`src/rtl/tensor_pkg.sv`:
```
// rtl/tensor_pkg.sv - shared types, header field layout and sizing helpers for tensor_fetch
`ifndef ADDR_WIDTH
`define ADDR_WIDTH 8
`endif
`ifndef DATA_WIDTH
`define DATA_WIDTH 8
`endif
`ifndef BANDWIDTH
`define BANDWIDTH 4
`endif

package tensor_pkg;

  // Header word: cols in the low field, rows directly above it
  localparam int DIM_W      = 7;
  localparam int COLS_LSB   = 0;
  localparam int ROWS_LSB   = 7;

  // Stream buffer depth; also the number of read credits
  localparam int FIFO_DEPTH = 2;

  // Wide enough for 127*127 plus rounding without overflow
  localparam int CNT_W      = 15;

  typedef enum logic [2:0] {
    S_IDLE,
    S_HDR_REQ,
    S_HDR_WAIT,
    S_STREAM,
    S_FINISH
  } fetch_state_t;

  // Number of stream words needed to carry rows*cols elements
  function automatic logic [CNT_W-1:0] word_count(input logic [DIM_W-1:0] r,
                                                  input logic [DIM_W-1:0] c);
    logic [CNT_W-1:0] prod;
    prod = CNT_W'(r) * CNT_W'(c);
    return (prod + CNT_W'(`BANDWIDTH - 1)) / CNT_W'(`BANDWIDTH);
  endfunction

endpackage

```
`src/rtl/word_fifo2.sv`:
```
// rtl/word_fifo2.sv - two-entry word FIFO buffering returned read data
`ifndef ADDR_WIDTH
`define ADDR_WIDTH 8
`endif
`ifndef DATA_WIDTH
`define DATA_WIDTH 8
`endif
`ifndef BANDWIDTH
`define BANDWIDTH 4
`endif

module word_fifo2
  import tensor_pkg::*;
#(
  parameter int W = 32
) (
  input  logic         clock,
  input  logic         reset_n,
  input  logic         push,
  input  logic [W-1:0] push_data,
  input  logic         pop,
  output logic [W-1:0] head,
  output logic [1:0]   count
);

  logic [W-1:0] slot [FIFO_DEPTH];
  logic         rd_ptr;
  logic         wr_ptr;
  logic         do_push;
  logic         do_pop;

  // A pop frees a slot in the same edge, so a push into a full FIFO is fine then
  assign do_pop  = pop && (count != 2'd0);
  assign do_push = push && ((count != 2'(FIFO_DEPTH)) || do_pop);
  assign head    = slot[rd_ptr];

  // Storage, pointers and occupancy
  always_ff @(posedge clock or negedge reset_n) begin
    if (!reset_n) begin
      slot[0] <= '0;
      slot[1] <= '0;
      rd_ptr  <= 1'b0;
      wr_ptr  <= 1'b0;
      count   <= 2'd0;
    end else begin
      if (do_push) begin
        slot[wr_ptr] <= push_data;
        wr_ptr       <= ~wr_ptr;
      end
      if (do_pop) begin
        rd_ptr <= ~rd_ptr;
      end
      count <= count + 2'(do_push) - 2'(do_pop);
    end
  end

endmodule

```
`src/rtl/tensor_fetch.sv`:
```
// rtl/tensor_fetch.sv - reads a tensor header then streams its data words with credit-based prefetch
`ifndef ADDR_WIDTH
`define ADDR_WIDTH 8
`endif
`ifndef DATA_WIDTH
`define DATA_WIDTH 8
`endif
`ifndef BANDWIDTH
`define BANDWIDTH 4
`endif

module tensor_fetch
  import tensor_pkg::*;
(
  input  logic                                 clock,
  input  logic                                 reset_n,
  input  logic                                 start,
  input  logic [`ADDR_WIDTH-1:0]               base_addr,
  output logic                                 mem_read,
  output logic [`ADDR_WIDTH-1:0]               mem_address,
  input  logic [`DATA_WIDTH*`BANDWIDTH-1:0]    mem_readdata,
  output logic                                 out_valid,
  output logic [`DATA_WIDTH*`BANDWIDTH-1:0]    out_data,
  output logic                                 out_last,
  input  logic                                 out_ready,
  output logic [DIM_W-1:0]                     rows,
  output logic [DIM_W-1:0]                     cols,
  output logic                                 busy,
  output logic                                 done,
  output logic                                 error
);

  localparam int AW = `ADDR_WIDTH;
  localparam int W  = `DATA_WIDTH * `BANDWIDTH;

  fetch_state_t     state;
  fetch_state_t     state_d;
  logic [AW-1:0]    base_q;
  logic [DIM_W-1:0] rows_q;
  logic [DIM_W-1:0] cols_q;
  logic [CNT_W-1:0] n_q;
  logic [CNT_W-1:0] issued;
  logic [CNT_W-1:0] popped;
  logic             inflight;
  logic             err_q;
  logic [1:0]       fifo_count;
  logic [2:0]       occupancy;
  logic             pop;
  logic             issue;
  logic             on_last;
  logic [DIM_W-1:0] hdr_rows;
  logic [DIM_W-1:0] hdr_cols;

  assign hdr_cols  = mem_readdata[COLS_LSB +: DIM_W];
  assign hdr_rows  = mem_readdata[ROWS_LSB +: DIM_W];
  assign out_valid = (fifo_count != 2'd0);
  assign pop       = out_valid && out_ready;
  assign on_last   = (popped == n_q - CNT_W'(1));
  assign out_last  = out_valid && on_last;
  assign rows      = rows_q;
  assign cols      = cols_q;

  // Slots already owed to the FIFO (held + in flight) after this cycle's pop
  assign occupancy = 3'(fifo_count) + 3'(inflight) - 3'(pop);
  assign issue     = (state == S_STREAM) && (issued < n_q) && (occupancy < 3'(FIFO_DEPTH));

  word_fifo2 #(.W(W)) u_fifo (
    .clock     (clock),
    .reset_n   (reset_n),
    .push      (inflight),
    .push_data (mem_readdata),
    .pop       (pop),
    .head      (out_data),
    .count     (fifo_count)
  );

  // Next-state and read-port/status decode
  always_comb begin
    state_d     = state;
    mem_read    = 1'b0;
    mem_address = '0;
    busy        = 1'b0;
    done        = 1'b0;
    error       = 1'b0;
    unique case (state)
      S_IDLE: begin
        if (start) state_d = S_HDR_REQ;
      end
      S_HDR_REQ: begin
        busy        = 1'b1;
        mem_read    = 1'b1;
        mem_address = base_q;
        state_d     = S_HDR_WAIT;
      end
      S_HDR_WAIT: begin
        busy    = 1'b1;
        state_d = ((hdr_rows == '0) || (hdr_cols == '0)) ? S_FINISH : S_STREAM;
      end
      S_STREAM: begin
        busy = 1'b1;
        if (issue) begin
          mem_read    = 1'b1;
          mem_address = base_q + AW'(1) + AW'(issued);
        end
        if (pop && on_last) state_d = S_FINISH;
      end
      S_FINISH: begin
        done    = 1'b1;
        error   = err_q;
        state_d = S_IDLE;
      end
      default: state_d = S_IDLE;
    endcase
  end

  // State, latched header and stream counters
  always_ff @(posedge clock or negedge reset_n) begin
    if (!reset_n) begin
      state    <= S_IDLE;
      base_q   <= '0;
      rows_q   <= '0;
      cols_q   <= '0;
      n_q      <= '0;
      issued   <= '0;
      popped   <= '0;
      inflight <= 1'b0;
      err_q    <= 1'b0;
    end else begin
      state    <= state_d;
      inflight <= issue;
      if ((state == S_IDLE) && start) base_q <= base_addr;
      if (state == S_HDR_WAIT) begin
        rows_q <= hdr_rows;
        cols_q <= hdr_cols;
        n_q    <= word_count(hdr_rows, hdr_cols);
        err_q  <= (hdr_rows == '0) || (hdr_cols == '0);
        issued <= '0;
        popped <= '0;
      end
      if (issue) issued <= issued + CNT_W'(1);
      if (pop)   popped <= popped + CNT_W'(1);
    end
  end

endmodule

```
`config.mk`:
```
export PLATFORM = sky130hd
export DESIGN_NAME = tensor_fetch
export DESIGN_NICKNAME = d
export VERILOG_FILES = /design/src/rtl/tensor_pkg.sv /design/src/rtl/word_fifo2.sv /design/src/rtl/tensor_fetch.sv
export SDC_FILE = /design/constraint.sdc
export NUM_CORES = 1
export LEC_CHECK = 0
export CAP_MARGIN = 20
export CORE_MARGIN = 2
export CORE_UTILIZATION = 57
export CTS_CLUSTER_SIZE = 30
export DETAILED_ROUTE_END_ITERATION = 6
export PLACE_DENSITY = 0.81
export SYNTH_ARGS = -nofsm -noshare
export SYNTH_HDL_FRONTEND = slang
export SYNTH_SLANG_ARGS = --single-unit
export TNS_END_PERCENT = 5
```
`constraint.sdc`:
```
create_clock -name clock -period 7.3 [get_ports clock]
set_clock_uncertainty 0.2 [all_clocks]
set_input_delay 2.19 -clock clock [delete_from_list [all_inputs] [get_ports clock]]
set_output_delay 2.19 -clock clock [all_outputs]
set_load 0.05 [all_outputs]
```
==> run metrics <==
Placer Congestion=0.871; layout cell share with drive strength beyond 1=0.198; Synthesized Nets=1022; Worst slew margin=0.197; Synth Instances=890; count leader, synth=dfrtp_1; final hold vios=0; WL/cell=17.7 um; global-route wire length before repair=35.6 mm; dpl cells=1196; met1 Usage GRT=0.333; Synthesis Warnings=0; htree depth=4; met2 usage=0.454; # nets final=1140; Max Root-Sink Buffers=2; antenna cells=0; maximum clock rate=0.142 GHz; cells along the critical path=dlymetal6s2s_1, nand2_2, inv_2, ha_1, inv_2, nand2_2, fa_2, xor2_2, a2111oi_4, o21a_1, buf_6, nand2_8, inv_2, a32o_2, buf_12; IO Pins=104; via count=7054; Crit path largest cell delay=0.37 ns; Avg Inst Size Synth=10.1 sq um; Finished Layout Cells=1232; DR pass1 iterations=7; die area=16700 sq um; EDFF count, synth=0; GR Util met3=0.0838; Bufs and invs on worst path=6; fin crit share=0.966; clock sink count=138; crit path DAT=4.66 ns; Clk pin slew, worst setup/hold paths=0.07 ns; synthesized area=8950 sq um; Final Core Density=0.730; Initial Util=0.587; CTS tree=done; Avg Vias per Cell=5.73; slowest CP cell=fa_2; critical path fanouts, max=7; status=complete, no violations; flops & latches, synth=138; required time of the critical path=4.91 ns; Leak=5.34 nW; post-synth top area share=0.386; most used cell, CP=inv_2; GRT Resource Usage Total=0.272; sequential fraction of the synthesis area=0.386; DP Wirelength=15.0 mm; RSZ-0062 raised after global routing=false; worst vdd ir=0.216 mV; global route hottest layer=met2; Worst-Skew Late Latency=0.43 ns; Worst-Margin Slew=1.21 ns; Slew Limit Fails=0; CTS Root Cell=clkbuf_16; final setup violation count=0; min-delay worst type=reg -> reg; placed instance area=10400 sq um; Main synth FF type=dfrtp_1; largest cells by area after synthesis=dfrtp_1 39%, mux2_2 12%, ha_1 8.5%; most frequent cells after synthesis=138 x dfrtp_1, 112 x nand2_1, 99 x mux2_2; Max-cap violations=0; Critical Path End Type=output port; CP startpoint kind=primary input; # rows=45; DRT iter0 DRCs=412; P&R area growth vs syn=24.5%; largest net degree at the start of global routing=71; largest area contributor in the netlist=dfrtp_1; Fillers=1065; chip height=129 um; DRC viols=0; synth unique cells=61; Port Buf Inserts=103; Worst path top cell family by delay=compound AO/OA/AOI/OAI gates; clock period minus final worst setup slack=7.05 ns; Async SR Flop Fraction=1.00; cell area after layout=11100 sq um; die width=129 um; grt ovf=0; Core ar.=15300 sq um; ANT nets after route=0; initial antenna violation count=0; Pwr per Cell Area=221 nW/um^2; CTS buffer count=17; total wire length=21.8 mm; cts hold-fix bufs=0; number of global-route vias before repair=7300; critical path class=in -> out
-- placed cells by master (no fill, tap or decap), types with 7 or more instances in the layout --
cell               n
mux2_2            99
inv_1             63
dfrtp_1          138
nor3_1            13
xnor2_1           21
nor2_1            23
clkbuf_16         17
fa_1              26
and2_1            42
mux2i_1            7
nand2_1          108
buf_4             32
or4_1              7
xor2_1            18
buf_12             9
o21ai_1           13
o21ai_0           33
clkdlybuf4s50_1   92
nand3_1           24
and3_1             8
nand4_1           11
a21oi_1           24
ha_1              61
-- power by group --
group          internal, mW  leakage, nW  switching [mW]  total, mW
clock network         0.493        0.286           0.379      0.871
registers             0.797         1.74          0.0379      0.835
logic                 0.340         3.32           0.420      0.761
total                  1.63         5.34           0.837       2.47
-- per-layer routing --
metal  up-vias  share of wire
li1       3336              -
met1      3420           0.42
met2       242           0.49
met3        56          0.069
met4         0          0.029
met5         -              0
-- per-stage QoR --
step	setup slack [ns]	hold slack [ns]	total power, mW	TNS, ns
2_1_floorplan	-0.0682	0.254	1.32	-0.206
4_1_cts	0.00278	0.278	2.44	0
5_1_grt	0.105	0.298	2.59	0
6_report	0.249	0.279	2.47	0
3_3_place_gp	0.0235	0.258	1.51	0
3_5_place_dp	-0.0765	0.262	1.53	-0.383
-- final timing paths --
| path | from | to | slack, ns | depth (start not counted) |
|---|---|---|---|---|
| worst max-delay path | out_ready | mem_address[6] | 0.25 | 15 |
| worst min-delay path | cols[6]$_DFFE_PN0N_ | cols[6]$_DFFE_PN0N_ | 0.28 | 2 |
| worst max register to register | u_fifo.count[1]$_DFF_PN0_ | issued[9]$_DFFE_PN0P_ | 3.83 | 13 |
| worst min register to register | cols[6]$_DFFE_PN0N_ | cols[6]$_DFFE_PN0N_ | 0.28 | 2 |
| max in group asynchronous | reset_n | cols[0]$_DFFE_PN0N_ | 4.00 | 2 |
| min in group asynchronous | reset_n | rows[6]$_DFFE_PN0N_ | 1.57 | 1 |
-- state kept, by name, indices dropped and copies added (netlist names) --
name / cells
n_q: 13
u_fifo.count: 2
rows: 7
state: 3
issued: 15
inflight: 1
u_fifo.rd_ptr: 1
u_fifo.slot: 64
popped: 15
u_fifo.wr_ptr: 1
cols: 7
err_q: 1
base_q: 8
-- cell type report --
type	count	area, sq um	share of cell area
inverters	67	251	0.0226
repair buffers	138	1400	0.126
clock inverters	14	148	0.0133
well taps	211	264	0.0237
multi-input cells	646	5180	0.465
flip-flops and latches	138	3450	0.310
clock buffers	18	439	0.0394
-- worst min-delay path, cell delays in order, from the launching register on --
cell and delay (ns):
dfrtp_1 0.34, nand2_1 0.05, nand2_1 0.05
-- kinds of logic (layout without fill, tap and decap cells) --
kind of cell               count (synthesis)  after routing  synth area share
buffers and inverters                    106            237            0.0447
xor gates and xnor gates                  40             40            0.0391
AOI/OAI and AO/OA                        128            128            0.0895
adders and majority gates                 88             88             0.146
muxes                                    110            110             0.137
and+or+nand+nor                          280            280             0.158
DFF                                      138            138             0.386
-- timing repair --
action,CTS,global route
endpoints found under the setup margin,9,9
buffers inserted,2,2
pin swaps,4,4
gates resized for setup,11,11
Power figures use the tool's default switching activity.
